<file path="config.mk">
export PLATFORM = sky130hd
export DESIGN_NAME = cdc_handshake_tx
export DESIGN_NICKNAME = d
export VERILOG_FILES = /design/src/rtl/cdc_hs_pkg.sv /design/src/rtl/sync_bit.sv /design/src/rtl/cdc_handshake_tx.sv
export SDC_FILE = /design/constraint.sdc
export NUM_CORES = 1
export LEC_CHECK = 0
export ABC_AREA = 0
export CAP_MARGIN = 0
export CORE_UTILIZATION = 42
export DETAILED_ROUTE_END_ITERATION = 7
export PLACE_DENSITY_LB_ADDON = 0.15
export SLEW_MARGIN = 10
export SYNTH_ARGS = -nofsm -noshare
export SYNTH_HDL_FRONTEND = slang
export SYNTH_SLANG_ARGS = --single-unit
</file>
<file path="constraint.sdc">
create_clock -name clk -period 4.7 [get_ports clk]
set_input_delay 0.94 -clock clk [delete_from_list [all_inputs] [get_ports clk]]
set_output_delay 0.94 -clock clk [all_outputs]
set_load 0.005 [all_outputs]
</file>
<file path="src/rtl/cdc_hs_pkg.sv">
`default_nettype none
// ============================================================================
// Module      : cdc_hs_pkg
// Description : Shared types and helpers for the toggle-handshake CDC
//               transmitter. Provides the handshake state type and the
//               timeout-timer width helper.
// Revision    : 1.0 - initial release
// ============================================================================
package cdc_hs_pkg;

    typedef enum logic [0:0] {
        IDLE     = 1'b0,
        WAIT_ACK = 1'b1
    } hs_state_e;

    // The timer must be able to hold TOCYCLES itself (it saturates there).
    // A disabled timeout (TOCYCLES = 0) still yields a legal 1-bit width.
    function automatic int timer_width(input int tocycles);
        return (tocycles < 1) ? 1 : $clog2(tocycles + 1);
    endfunction

endpackage
`default_nettype wire

</file>
<file path="src/rtl/sync_bit.sv">
`default_nettype none
// ============================================================================
// Module      : sync_bit
// Description : Single-bit multi-flop synchronizer with synchronous
//               reset to 0.
//   clk   - destination clock
//   reset - synchronous, active-high reset; clears every stage
//   d     - asynchronous input bit
//   q     - synchronized output (last stage)
// Revision    : 1.0 - initial release
// ============================================================================
module sync_bit #(
    parameter int NUMSTGS = 2
) (
    input  logic clk,
    input  logic reset,
    input  logic d,
    output logic q
);

    logic [NUMSTGS-1:0] r_chain;

    // Stage 0 is the only flop that samples the asynchronous input.
    always_ff @(posedge clk) begin
        if (reset) begin
            r_chain <= '0;
        end else begin
            r_chain <= {r_chain[NUMSTGS-2:0], d};
        end
    end

    assign q = r_chain[NUMSTGS-1];

endmodule
`default_nettype wire

</file>
<file path="src/rtl/cdc_handshake_tx.sv">
`default_nettype none
// ============================================================================
// Module      : cdc_handshake_tx
// Description : Source side of a 2-phase (toggle) req/ack bus crossing.
//               Accepts a word over valid/ready, holds it on xfer_data,
//               toggles xfer_req, and waits for the resynchronized
//               xfer_ack toggle before accepting the next word.
//   clk       - source-domain clock
//   reset     - synchronous, active-high reset
//   in_valid  - local word available
//   in_ready  - block can accept a word this cycle (state == IDLE)
//   in_data   - local word
//   xfer_data - registered bus, stable while a transfer is outstanding
//   xfer_req  - registered request toggle
//   xfer_ack  - asynchronous acknowledge toggle from the destination
//   busy      - transfer outstanding (state == WAIT_ACK)
//   timeout   - one-cycle pulse when the wait reaches TOCYCLES cycles
// Revision    : 1.0 - initial release
// ============================================================================
module cdc_handshake_tx
    import cdc_hs_pkg::*;
#(
    parameter int DATAWTH  = 8,
    parameter int NUMSTGS  = 2,
    parameter int TOCYCLES = 1024
) (
    input  logic               clk,
    input  logic               reset,
    input  logic               in_valid,
    output logic               in_ready,
    input  logic [DATAWTH-1:0] in_data,
    output logic [DATAWTH-1:0] xfer_data,
    output logic               xfer_req,
    input  logic               xfer_ack,
    output logic               busy,
    output logic               timeout
);

    localparam int c_TMR_W = timer_width(TOCYCLES);

    hs_state_e          r_state;
    hs_state_e          w_state_nxt;
    logic               w_accept;
    logic               w_ack_s;
    logic [DATAWTH-1:0] r_xfer_data;
    logic               r_xfer_req;

    sync_bit #(
        .NUMSTGS (NUMSTGS)
    ) u_ack_sync (
        .clk   (clk),
        .reset (reset),
        .d     (xfer_ack),
        .q     (w_ack_s)
    );

    always_ff @(posedge clk) begin
        if (reset) begin
            r_state <= IDLE;
        end else begin
            r_state <= w_state_nxt;
        end
    end

    // Completion compares against the already-toggled req, so an ack edge
    // coinciding with acceptance can never complete the new transfer.
    always_comb begin
        w_state_nxt = r_state;
        w_accept    = 1'b0;
        case (r_state)
            IDLE: begin
                if (in_valid) begin
                    w_accept    = 1'b1;
                    w_state_nxt = WAIT_ACK;
                end
            end
            WAIT_ACK: begin
                if (w_ack_s == r_xfer_req) begin
                    w_state_nxt = IDLE;
                end
            end
            default: w_state_nxt = IDLE;
        endcase
    end

    always_ff @(posedge clk) begin
        if (reset) begin
            r_xfer_data <= '0;
            r_xfer_req  <= 1'b0;
        end else if (w_accept) begin
            r_xfer_data <= in_data;
            r_xfer_req  <= ~r_xfer_req;
        end
    end

    generate
        if (TOCYCLES > 0) begin : g_timeout
            logic [c_TMR_W-1:0] r_timer;
            logic               r_timeout;

            // Timer saturates at TOCYCLES so the pulse fires only once per
            // transfer even if the wait continues indefinitely.
            always_ff @(posedge clk) begin
                if (reset) begin
                    r_timer   <= '0;
                    r_timeout <= 1'b0;
                end else begin
                    r_timeout <= (r_state == WAIT_ACK) &&
                                 (r_timer == c_TMR_W'(TOCYCLES - 1));
                    if (w_accept) begin
                        r_timer <= '0;
                    end else if ((r_state == WAIT_ACK) &&
                                 (r_timer != c_TMR_W'(TOCYCLES))) begin
                        r_timer <= r_timer + 1'b1;
                    end
                end
            end

            assign timeout = r_timeout;
        end else begin : g_no_timeout
            assign timeout = 1'b0;
        end
    endgenerate

    assign in_ready  = (r_state == IDLE);
    assign busy      = (r_state == WAIT_ACK);
    assign xfer_data = r_xfer_data;
    assign xfer_req  = r_xfer_req;

endmodule
`default_nettype wire
</file>
Word-level counts from Yosys, hierarchy flattened
Index checks and enable logic that the tools add are counted.
Widths: inputs -> output; s select.
- mux-type cells: 4
- bitwise logic cells: 2
- equal/unequal tests: 3
- reductions and logical operators: 3
- add/sub/neg operators: 1
- operator list (kind ; count):
    $add 11x1->11 const B ; 1
    $eq 11x10->1 const B ; 1
    $ne 11x11->1 const B ; 1
    $mux 1 ; 3
    $logic_and 1x1->1 ; 2
    $not 1->1 ; 2
    $pmux 1 s2 ; 1
    $reduce_or 2->1 ; 1
    $eq 1x1->1 ; 1
- bits in registers: 24
- input bits: 12
- output and inout port bits: 12
- logic and storage cells: 19

Depth between registers and ports, before layout
Gate-level depths: netlist of run 1.
- word-level depth: 3
- gate-level depth with buffers: 5

By module
A second synthesis of run 1 with hierarchy kept.
- cell total of the unflattened synthesis: 116
- area total of the unflattened synthesis: 1006.0 um^2
- by module, submodules not included (module ; cells an instance ; area each (um^2) ; times used):
    cdc_handshake_tx ; 112 ; 953.4 ; 1
    sync_bit ; 4 ; 52.6 ; 1

Least setup slack after synthesis of run 1
No wires, ideal clock.
- path type: input -> register
- start: input in_valid
- end: register r_xfer_req, in the netlist xfer_req
- arrival: 1594 ps
- stages: 4
- slack: 2979 ps
- path through: nor2b_1 > buf_2 > xnor2_1 > nor2_1
- longest elaborated chain between the ends: 2
- RTL lines (element ; line ; text):
    start: declaration ; cdc_handshake_tx.sv:29 ; input logic in_valid,
    $mux 1 ; cdc_handshake_tx.sv:72 ; if (in_valid) begin
    $mux 1 ; cdc_handshake_tx.sv:70 ; case (r_state)
    end signal: assignment ; cdc_handshake_tx.sv:92 ; r_xfer_req <= ~r_xfer_req;
    end: declaration ; cdc_handshake_tx.sv:46 ; logic r_xfer_req;
Every way passes these cells.
A chain may end at the register's enable or synchronous reset.

Worst setup path after layout of run 1
- start: register r_state, in the netlist busy
- end: output busy
- RTL lines (element ; line ; text):
    start: declaration ; cdc_handshake_tx.sv:41 ; hs_state_e r_state;
    start signal: assignment ; cdc_handshake_tx.sv:61 ; r_state <= w_state_nxt;
    end: declaration ; cdc_handshake_tx.sv:35 ; output logic busy,
No word-level cell between the ends.

==> key figures, run 1 <==
STA
  – Worst Skew: roughly 1.5 ps
  – Slew @ Worst Pin: around 960 ps
  – Count of final setup violators: 0
  – Sum Neg Setup Slack: 0 ps
  – PnR worst setup slack: approximately 2300 ps
  – Final hold violation count: 0
  – Minimum clock period: roughly 2400 ps
  – Slew Viols, Final: 0
  – RSZ-0062 raised after global routing: false
  – Fmax: roughly 420 MHz
  – Slew HR: 0.362
  – Fin crit share: 0.505

Synth
  – Yosys warns: 0
  – Net count after synthesis: 130
  – Syn_area_per_cell: 8.67 um2
  – Largest family of logic cells by synthesized area: simple AND/OR/NAND/NOR gates
  – Sequential area share after synthesis: 0.478
  – Seq cells post-synth: 24
  – Adder-cell area share of the yosys netlist: 0.0249
  – Post-synthesis mux area share: 0.0423
  – Synth cell types: 27
  – Ys async rst share: 0
  – Compound-Gate Fraction of Synth Area: 0.111
  – Ys flop type: dfxtp_1
  – Xor/xnor share of the synthesized area: 0.0348
  – EDFF count, synth: 0
  – Synth Instances: approximately 120
  – Simple-Gate Fraction of Synth Area: 0.262
  – Cell area after synthesis: 1010 um2

Worst setup path
  – Setup crit start kind: flop
  – R2R depth: 3
  – Worst setup endpoint: busy
  – Arr. time, crit path: approximately 1400 ps
  – Kind of critical path: flop to output port
  – WP buf/inv: 1
  – RR Startpoint: busy$_SDFF_PP0_
  – Worst r2r dst: g_timeout.r_timer[0]$_SDFFE_PP0P_
  – Worst-path fanout max: 8
  – CP max-delay cell: clkdlybuf4s50_1
  – Worst Path Required: 3760 ps
  – Worst setup EP type: output port
  – WP depth: 1
  – Max incr delay on CP: between 500 and 600 ps
  – R2R setup slack: between 3000 and 4000 ps
  – Critical path origin: busy$_SDFF_PP0_
  – Largest delay contributor family on the critical path: buffers and inverters
  – Critical path, cell by cell: clkdlybuf4s50_1

Floorplanning
  – Die X: a little over 50 um
  – I/O Pins: 24
  – Core Area: roughly 2200 um2
  – Die area: around 2600 um2
  – Row count: 17
  – Initial Utilization: 0.450
  – Die span in y: 50.9 um

Min path
  – Hold WC Path Type: flop to flop

Power
  – Pint: between 200 and 300 uW
  – Switching power: roughly 83 uW
  – Sw Share: 0.226
  – Clock share of power: 0.286
  – Final Power: ~370 uW
  – Leakage: between 0.0004 and 0.0005 uW
  – Gate power share: 0.125
  – Power Dens Cells: about 290 nW/um2
  – Sequential share of power: 0.589
  – Peak supply drop: between 0.15 and 0.2 mV

CTS
  – CTS sink cnt: 24
  – CTS Hold Bufs: 0
  – Post-CTS setup buffer count: 0
  – CTS resizes: 0
  – Worst-path clk slew: approximately 120 ps
  – CTS buffer count: 3
  – Max Root-Sink Buffers: 2
  – CTS H-tree depth: 1
  – CTS tree: yes
  – Clk_lat worst skew: around 300 ps
  – Root Buffer: clkbuf_4

Finish
  – Post-Route Utilization: 0.578
  – Nets: approximately 150
  – Register area: between 400 and 500 um2
  – Area of the multi-input gates: ~480 um2
  – Area Overhead vs Synth: 28.2%
  – Most frequent cells in the layout: 24 x dfxtp_1, 23 x clkdlybuf4s50_1, 20 x nand2_1, 14 x a21oi_1, 8 x inv_1
  – Final Cell Area: around 1300 um2
  – Ant. Diodes: 0
  – Most common cell after layout, fill and taps aside: dfxtp_1
  – # fillers: between 200 and 250
  – Layout cell share with drive strength beyond 1: 0.0504

Global routing
  – Total Routing Usage GR: 0.172
  – Total global routing overflow: 0
  – Largest net degree at the start of global routing: 20
  – Vias in the first global route: around 760
  – First-pass GRT wire length: 3340 um
  – Initial antenna violation count: 0

Placed design
  – Placed Area: about 1300 um2
  – Dpl ws: ~2000 ps
  – Hpwl dp: around 1400 um
  – I/O Buffers: 23
  – Global placer's final weighted congestion: about 0.75

Routing
  – Post-route ant nets: 0
  – DRC: 0
  – Iteration-0 DRC Markers: 4
  – Via count: roughly 850
  – Drt wl/cell: ~11 um
  – Vias/cell: between 5 and 6
  – Final WL: roughly 1900 um
  – Pre-antenna DRT Iters: 4

Job
  – # Max-Cap Violations: 0

Outcome
  – Status: complete, no violations
## synthesized netlist by cell type, types with 2 or more instances
library cell,number,share of area
dfxtp_1,24,0.48
nand2_1,20,0.075
a21oi_1,14,0.070
inv_1,8,0.030
nand3_1,4,0.020
nor2_1,4,0.015
nor2b_1,4,0.025
nor3_1,4,0.020
nor4_1,3,0.019
or3_1,3,0.019
xnor2_1,3,0.026
buf_2,2,0.010
clkbuf_1,2,0.0075
ha_1,2,0.025
mux2_2,2,0.022
mux2i_1,2,0.020
nand4_1,2,0.012
o21ai_0,2,0.010
o31ai_1,2,0.015
or4_1,2,0.015
## metal layers
| metal | share of wire | vias to the layer above | wire length, um | global-route usage |
|---|---|---|---|---|
| li1 | - | 446 | - | - |
| met1 | 0.49 | 382 | 933 | 0.229 |
| met2 | 0.47 | 16 | 886 | 0.257 |
| met3 | 0.034 | 2 | 65 | 0.0417 |
| met4 | 0.0074 | 0 | 14 | 0.0833 |
| met5 | 0 | - | 0 | 0 |
## kinds of logic (layout without fill, tap and decap cells)
family | after synthesis | after routing
fa+ha+maj | 2 | 2
buf+inv | 12 | 35
compound gates | 20 | 20
mux | 4 | 4
simple gates | 50 | 50
xor+xnor | 4 | 4
flops | 24 | 24
## power by group through the flow
stage | clock network (uW) | registers (uW) | logic (uW)
final | 105 | 217 | 45.9
after detailed placement | 0 | 221 | 46.4
after global routing | 117 | 218 | 51.8
after global placement | 0 | 221 | 45.9
after floorplan | 0 | 221 | 21.2
after CTS | 110 | 217 | 46.6
## flip-flops by register name (all words and copies together) (netlist names)
name,cells
g_timeout.r_timer,11
timeout,1
xfer_data,8
busy,1
u_ack_sync.r_chain,2
xfer_req,1
## worst min-delay path by stage
stage | end | from | slack (ps) | cells after the start
2_1_floorplan | u_ack_sync.r_chain[1]$_SDFF_PP0_ | u_ack_sync.r_chain[0]$_SDFF_PP0_ | 410 | 1
3_3_place_gp | u_ack_sync.r_chain[1]$_SDFF_PP0_ | u_ack_sync.r_chain[0]$_SDFF_PP0_ | 420 | 1
3_5_place_dp | u_ack_sync.r_chain[1]$_SDFF_PP0_ | u_ack_sync.r_chain[0]$_SDFF_PP0_ | 440 | 1
4_1_cts | u_ack_sync.r_chain[1]$_SDFF_PP0_ | u_ack_sync.r_chain[0]$_SDFF_PP0_ | 460 | 1
5_1_grt | u_ack_sync.r_chain[1]$_SDFF_PP0_ | u_ack_sync.r_chain[0]$_SDFF_PP0_ | 480 | 1
6_report | u_ack_sync.r_chain[1]$_SDFF_PP0_ | u_ack_sync.r_chain[0]$_SDFF_PP0_ | 460 | 1
## through the flow
stage	std cells	hold slack (ps)
5_1_grt	167	480
3_5_place_dp	163	442
2_1_floorplan	116	414
3_3_place_gp	163	420
6_report	167	457
4_1_cts	167	459
## cell type report
| cell class | instances | share of cell area |
|---|---|---|
| Sequential cell | 24 | 0.372 |
| Clock buffer | 4 | 0.0281 |
| Inverter | 8 | 0.0233 |
| Multi-Input combinational cell | 80 | 0.371 |
| Timing Repair Buffer | 23 | 0.178 |
| Tap cell | 28 | 0.0272 |
No activity file was read; power rests on OpenSTA's default activity.
==> inputs of run 2 (changes only) <==
==> constraint.sdc (replaced) <==
create_clock -name clk -period 2.2 [get_ports clk]
set_input_delay 0.44 -clock clk [delete_from_list [all_inputs] [get_ports clk]]
set_output_delay 0.44 -clock clk [all_outputs]
set_load 0.005 [all_outputs]
==> key figures, run 2 (synthesis gave the netlist of run 1 again) <==
Finish
  – Area of the multi-input gates: 478 um2 (unchanged)
  – Area Overhead vs Synth: 32.1%
  – Post-route insts no fill: 170 (+1.8%)
  – Most common cell after layout, fill and taps aside: dfxtp_1
  – Final Cell Area: 1330 um2 (+3.0%)
  – Ant. Diodes: 0 (unchanged)
  – Reg with most FFs: g_timeout.r_timer
  – # fillers: 205 (-4.7%)
  – Nets: 157 (+1.9%)
  – Register area: 480 um2 (unchanged)
  – Layout cell share with drive strength beyond 1: 0.0704 (+0.0201)
  – Most frequent cells in the layout: 24 x dfxtp_1, 23 x clkdlybuf4s50_1, 20 x nand2_1, 14 x a21oi_1, 8 x inv_1
  – Max reg flops: 11 (unchanged)

Min path
  – Hold Path End: u_ack_sync.r_chain[1]$_SDFF_PP0_
  – Hold_sp: u_ack_sync.r_chain[0]$_SDFF_PP0_
  – Hold WC Path Type: flop to flop
  – Worst hold path depth: 1 (unchanged)

Routing
  – Vias/cell: 5.23 (+3.2%)
  – Iteration-0 DRC Markers: 20 (+16)
  – Post-route ant nets: 0 (unchanged)
  – Via count: 889 (+5.1%)
  – Drt wl/cell: 12.0 um (+5.8%)
  – Pre-antenna DRT Iters: 4 (unchanged)
  – DRC: 0 (unchanged)
  – Final WL: 2050 um (+7.7%)

Floorplanning
  – Row count: 17 (unchanged)
  – Core Area: 2230 um2 (unchanged)
  – Die X: 50.9 um (unchanged)
  – Die area: 2590 um2 (unchanged)
  – Initial Utilization: 0.450 (unchanged)
  – Die span in y: 50.9 um (unchanged)
  – I/O Pins: 24 (unchanged)

Global routing
  – Vias in the first global route: 872 (+15%)
  – Total Routing Usage GR: 0.184 (+0.0128)
  – Largest net degree at the start of global routing: 16 (-20%)
  – Initial antenna violation count: 0 (unchanged)
  – Total global routing overflow: 0 (unchanged)
  – First-pass GRT wire length: 3590 um (+7.5%)

CTS
  – CTS tree: yes
  – Root Buffer: clkbuf_4
  – Post-CTS setup buffer count: 0 (unchanged)
  – Clk_lat worst skew: 320 ps (+20 ps)
  – CTS H-tree depth: 1 (unchanged)
  – CTS resizes: 0 (unchanged)
  – Max Root-Sink Buffers: 2 (unchanged)
  – CTS Hold Bufs: 0 (unchanged)
  – CTS sink cnt: 24 (unchanged)
  – Worst-path clk slew: 130 ps (about the same)
  – CTS buffer count: 3 (unchanged)

Worst setup path
  – Worst Path Required: 1760 ps (-2000 ps)
  – Worst-path fanout max: 8 (unchanged)
  – CP max-delay cell: clkdlybuf4s50_1
  – RR Startpoint: g_timeout.r_timer[0]$_SDFFE_PP0P_
  – Arr. time, crit path: 1430 ps (about the same)
  – Max incr delay on CP: 570 ps (about the same)
  – WP buf/inv: 1 (unchanged)
  – R2R depth: 5 (+2)
  – Kind of critical path: flop to output port
  – Critical path, cell by cell: clkdlybuf4s50_1
  – R2R setup slack: 540 ps (-2470 ps)
  – Setup crit start kind: flop
  – Largest delay contributor family on the critical path: buffers and inverters
  – Worst setup EP type: output port
  – Worst r2r dst: g_timeout.r_timer[0]$_SDFFE_PP0P_

Power
  – Leakage: 0.000480 uW (+4.7%)
  – Power Dens Cells: 668 nW/um2 (+130%)
  – Peak supply drop: 0.612 mV (+220%)
  – Final Power: 888 uW (+140%)

Job
  – # Max-Cap Violations: 0 (unchanged)

Placed design
  – Hpwl dp: 1450 um (+3.2%)
  – I/O Buffers: 23 (unchanged)
  – Global placer's final weighted congestion: 0.736 (-2.4%)
  – Placed Area: 1280 um2 (+1.8%)
  – Placed insts: 166 (+1.8%)

STA
  – Final hold violation count: 0 (unchanged)
  – Minimum clock period: between 1500 and 2000 ps
  – Slew Viols, Final: 0 (unchanged)
  – Slew HR: 0.715 (+0.353)
  – Worst Skew: 1.33 ps (-0.157 ps)
  – Fmax: about 530 MHz
  – Slew @ Worst Pin: 423 ps (-532 ps)
  – Sum Neg Setup Slack: 0 ps (unchanged)
  – RSZ-0062 raised after global routing: false
  – Count of final setup violators: 0 (unchanged)
  – Fin crit share: 0.850

Outcome
  – Status: complete, no violations
-- run 2: cell types whose count changed in the layout (fill, tap and decap cells not counted) --
cell       before  now
bufinv_16       0    1
clkbuf_8        1    0
buf_4           0    3
-- run 2: final cells by class --
cell class	instances	area share
timing repair buffer	26	0.190
tap	28	0.0264
multi-input combinational	80	0.360
clock inverter	1	0.0226
inverter	8	0.0226
sequential	24	0.362
clock buffer	3	0.0169
-- run 2: routing by layer --
metal,part of all wire,GRT usage
met1,0.46,0.211
met2,0.49,0.307
met3,0.036,0.0625
met5,0,0
met4,0.013,0.0833
-- run 2: where the power goes --
| group | leakage (uW) | total, uW | switching, uW | internal, uW |
|---|---|---|---|---|
| Sequential | 0.000196 | 463 | 13.1 | 450 |
| Clock | 0.0000279 | 320 | 136 | 184 |
| Combinational | 0.000256 | 104 | 42.5 | 61.8 |
| Total | 0.000480 | 888 | 191 | 696 |
-- run 2: worst max path at each step --
| stage | from | endpoint | slack [ps] | cells after the start |
|---|---|---|---|---|
| after floorplan | g_timeout.r_timer[0]$_SDFFE_PP0P_ | g_timeout.r_timer[0]$_SDFFE_PP0P_ | 710 | 5 |
| after CTS | busy$_SDFF_PP0_ | busy | 310 | 1 |
| after global placement | reset | g_timeout.r_timer[4]$_SDFFE_PP0P_ | 520 | 4 |
| final | busy$_SDFF_PP0_ | busy | 330 | 1 |
| after global routing | busy$_SDFF_PP0_ | busy | 260 | 1 |
| after detailed placement | reset | g_timeout.r_timer[3]$_SDFFE_PP0P_ | 480 | 4 |
-- run 2: stage by stage --
| stage | setup WS, ps | hold WS (ps) | utilization |
|---|---|---|---|
| 2_1_floorplan | 713 | 414 | - |
| 3_3_place_gp | 515 | 421 | 0.571 |
| 3_5_place_dp | 482 | 422 | 0.571 |
| 4_1_cts | 310 | 454 | 0.595 |
| 5_1_grt | 258 | 467 | 0.595 |
| 6_report | 329 | 449 | 0.595 |
==> inputs of run 3 (changes only) <==
--- a/config.mk
+++ b/config.mk
@@ -7,7 +7,7 @@
 export LEC_CHECK = 0
 export ABC_AREA = 0
 export CAP_MARGIN = 0
-export CORE_UTILIZATION = 42
+export CORE_UTILIZATION = 47
 export DETAILED_ROUTE_END_ITERATION = 7
 export PLACE_DENSITY_LB_ADDON = 0.15
 export SLEW_MARGIN = 10
==> key figures, run 3 (synthesis gave the netlist of run 1 again) <==
Outcome
  – Status: complete, no violations

Global routing
  – Total global routing overflow: 0 (unchanged)
  – Initial antenna violation count: 0 (unchanged)
  – Largest net degree at the start of global routing: 16 (unchanged)
  – Vias in the first global route: 742 (-15%)
  – Total Routing Usage GR: 0.199 (+0.0143)
  – First-pass GRT wire length: 3140 um (-13%)

Worst setup path
  – Worst setup EP type: output port
  – Arr. time, crit path: 1430 ps (about the same)
  – Setup crit start kind: flop
  – Kind of critical path: flop to output port
  – CP max-delay cell: clkdlybuf4s50_1
  – Max incr delay on CP: 580 ps (about the same)
  – WP depth: 1 (unchanged)
  – Critical path origin: busy$_SDFF_PP0_
  – Worst r2r dst: g_timeout.r_timer[0]$_SDFFE_PP0P_
  – Critical path, cell by cell: clkdlybuf4s50_1
  – Largest delay contributor family on the critical path: buffers and inverters
  – R2R setup slack: 500 ps (-40 ps)
  – Worst-path fanout max: 8 (unchanged)
  – R2R depth: 5 (unchanged)
  – WP buf/inv: 1 (unchanged)
  – RR Startpoint: g_timeout.r_timer[0]$_SDFFE_PP0P_
  – Worst Path Required: 1760 ps (about the same)

CTS
  – Max Root-Sink Buffers: 2 (unchanged)
  – Root Buffer: clkbuf_4
  – CTS resizes: 0 (unchanged)
  – CTS sink cnt: 24 (unchanged)
  – Post-CTS setup buffer count: 0 (unchanged)
  – Worst-path clk slew: 130 ps (about the same)
  – Clk_lat worst skew: 320 ps (about the same)
  – CTS tree: yes
  – CTS H-tree depth: 1 (unchanged)
  – CTS Hold Bufs: 0 (unchanged)
  – CTS buffer count: 3 (unchanged)

Power
  – Pint: 576 uW (-17%)
  – Power Dens Cells: 588 nW/um2 (-12%)
  – Leakage: 0.000465 uW (-2.9%)
  – Gate power share: 0.138 (+0.021)
  – Switching power: 186 uW (-2.7%)
  – Peak supply drop: 0.431 mV (-30%)
  – Clock share of power: 0.255 (-0.105)
  – Sequential share of power: 0.607 (+0.085)
  – Sw Share: 0.244 (+0.0286)

Finish
  – Most frequent cells in the layout: 24 x dfxtp_1, 23 x clkdlybuf4s50_1, 20 x nand2_1, 14 x a21oi_1, 8 x inv_1
  – Register area: 480 um2 (unchanged)
  – Area Overhead vs Synth: 29.0%
  – Most common cell after layout, fill and taps aside: dfxtp_1
  – Post-route insts no fill: 168 (-1.2%)
  – Layout cell share with drive strength beyond 1: 0.0638 (-0.00659)
  – Ant. Diodes: 0 (unchanged)
  – Area of the multi-input gates: 478 um2 (unchanged)
  – Max reg flops: 11 (unchanged)
  – Reg with most FFs: g_timeout.r_timer
  – Nets: 157 (unchanged)
  – # fillers: 167 (-19%)

Min path
  – Worst hold path depth: 2 (+1)
  – Hold WC Path Type: flop to flop
  – Hold_sp: xfer_data[2]$_SDFFE_PP0P_
  – Hold Path End: xfer_data[2]$_SDFFE_PP0P_

Routing
  – DRC: 0 (unchanged)
  – Pre-antenna DRT Iters: 4 (unchanged)
  – Via count: 863 (-2.9%)
  – Drt wl/cell: 12.1 um (+0.84%)
  – Post-route ant nets: 0 (unchanged)
  – Iteration-0 DRC Markers: 11 (-45%)
  – Vias/cell: 5.14 (-1.8%)
  – Final WL: 2040 um (-0.34%)

Floorplanning
  – Row count: 16 (-1)
  – Die span in y: 48.3 um (-5.3%)
  – Initial Utilization: 0.508 (+0.0572)
  – I/O Pins: 24 (unchanged)
  – Die X: 48.3 um (-5.3%)
  – Die area: 2330 um2 (-10%)
  – Core Area: 1980 um2 (-11%)

Placed design
  – Hpwl dp: 1500 um (+3.7%)
  – Global placer's final weighted congestion: 0.756 (+2.8%)
  – I/O Buffers: 23 (unchanged)
  – Placed insts: 165 (-0.60%)
  – Dpl ws: 501 ps (+19.4 ps)

STA
  – RSZ-0062 raised after global routing: false
  – Sum Neg Setup Slack: 0 ps (unchanged)
  – Slew @ Worst Pin: 427 ps (+3.86 ps)
  – Minimum clock period: 1870 ps (+3.05 ps)
  – PnR worst setup slack: 326 ps (-3.05 ps)
  – Final hold violation count: 0 (unchanged)
  – Slew HR: 0.711 (-0.00398)
  – Hold_ws: 461 ps (+11.8 ps)
  – Worst Skew: 3.32 ps (+1.99 ps)
  – Count of final setup violators: 0 (unchanged)
  – Fin crit share: 0.852 (+0.00138)
  – Slew Viols, Final: 0 (unchanged)
  – Fmax: 534 MHz (-0.16%)

Job
  – # Max-Cap Violations: 0 (unchanged)
## run 3: changes by cell type in the layout (fill, tap and decap cells not counted), sizes merged
cell,change
bufinv,-1
## run 3: cell type report
class                           instances  area share
Timing Repair Buffer                   26       0.195
Sequential cell                        24       0.370
Tap cell                               27      0.0260
Multi-Input combinational cell         80       0.368
Clock buffer                            3      0.0174
Inverter                                8      0.0231
## run 3: per-layer routing
| layer | vias up | track usage | wire length (um) |
|---|---|---|---|
| met5 | - | 0 | 0 |
| met2 | 24 | 0.331 | 1010 |
| met4 | 0 | 0.117 | 45 |
| li1 | 448 | - | - |
| met3 | 5 | 0.0407 | 81 |
| met1 | 386 | 0.235 | 900 |
## run 3: metrics by stage
step	utilization	power (uW)	cell area, um2
CTS	0.655	769	1300
finish	0.655	762	1300
floorplan	-	518	1010
global route	0.655	805	1300
detailed placement	0.643	578	1270
global placement	0.643	576	1270
## run 3: power by group through the flow
stage | Combinational (uW) | Sequential [uW] | Clock, uW
3_3_place_gp | 104 | 472 | 0
2_1_floorplan | 45.2 | 472 | 0
6_report | 105 | 463 | 194
5_1_grt | 117 | 466 | 222
4_1_cts | 106 | 463 | 199
3_5_place_dp | 105 | 473 | 0
## run 3: worst max path at each step
stage,end,slack (ps)
final,busy,330
after global placement,g_timeout.r_timer[4]$_SDFFE_PP0P_,520
after global routing,busy,260
after floorplan,g_timeout.r_timer[0]$_SDFFE_PP0P_,710
after CTS,busy,320
after detailed placement,g_timeout.r_timer[10]$_SDFFE_PP0P_,500
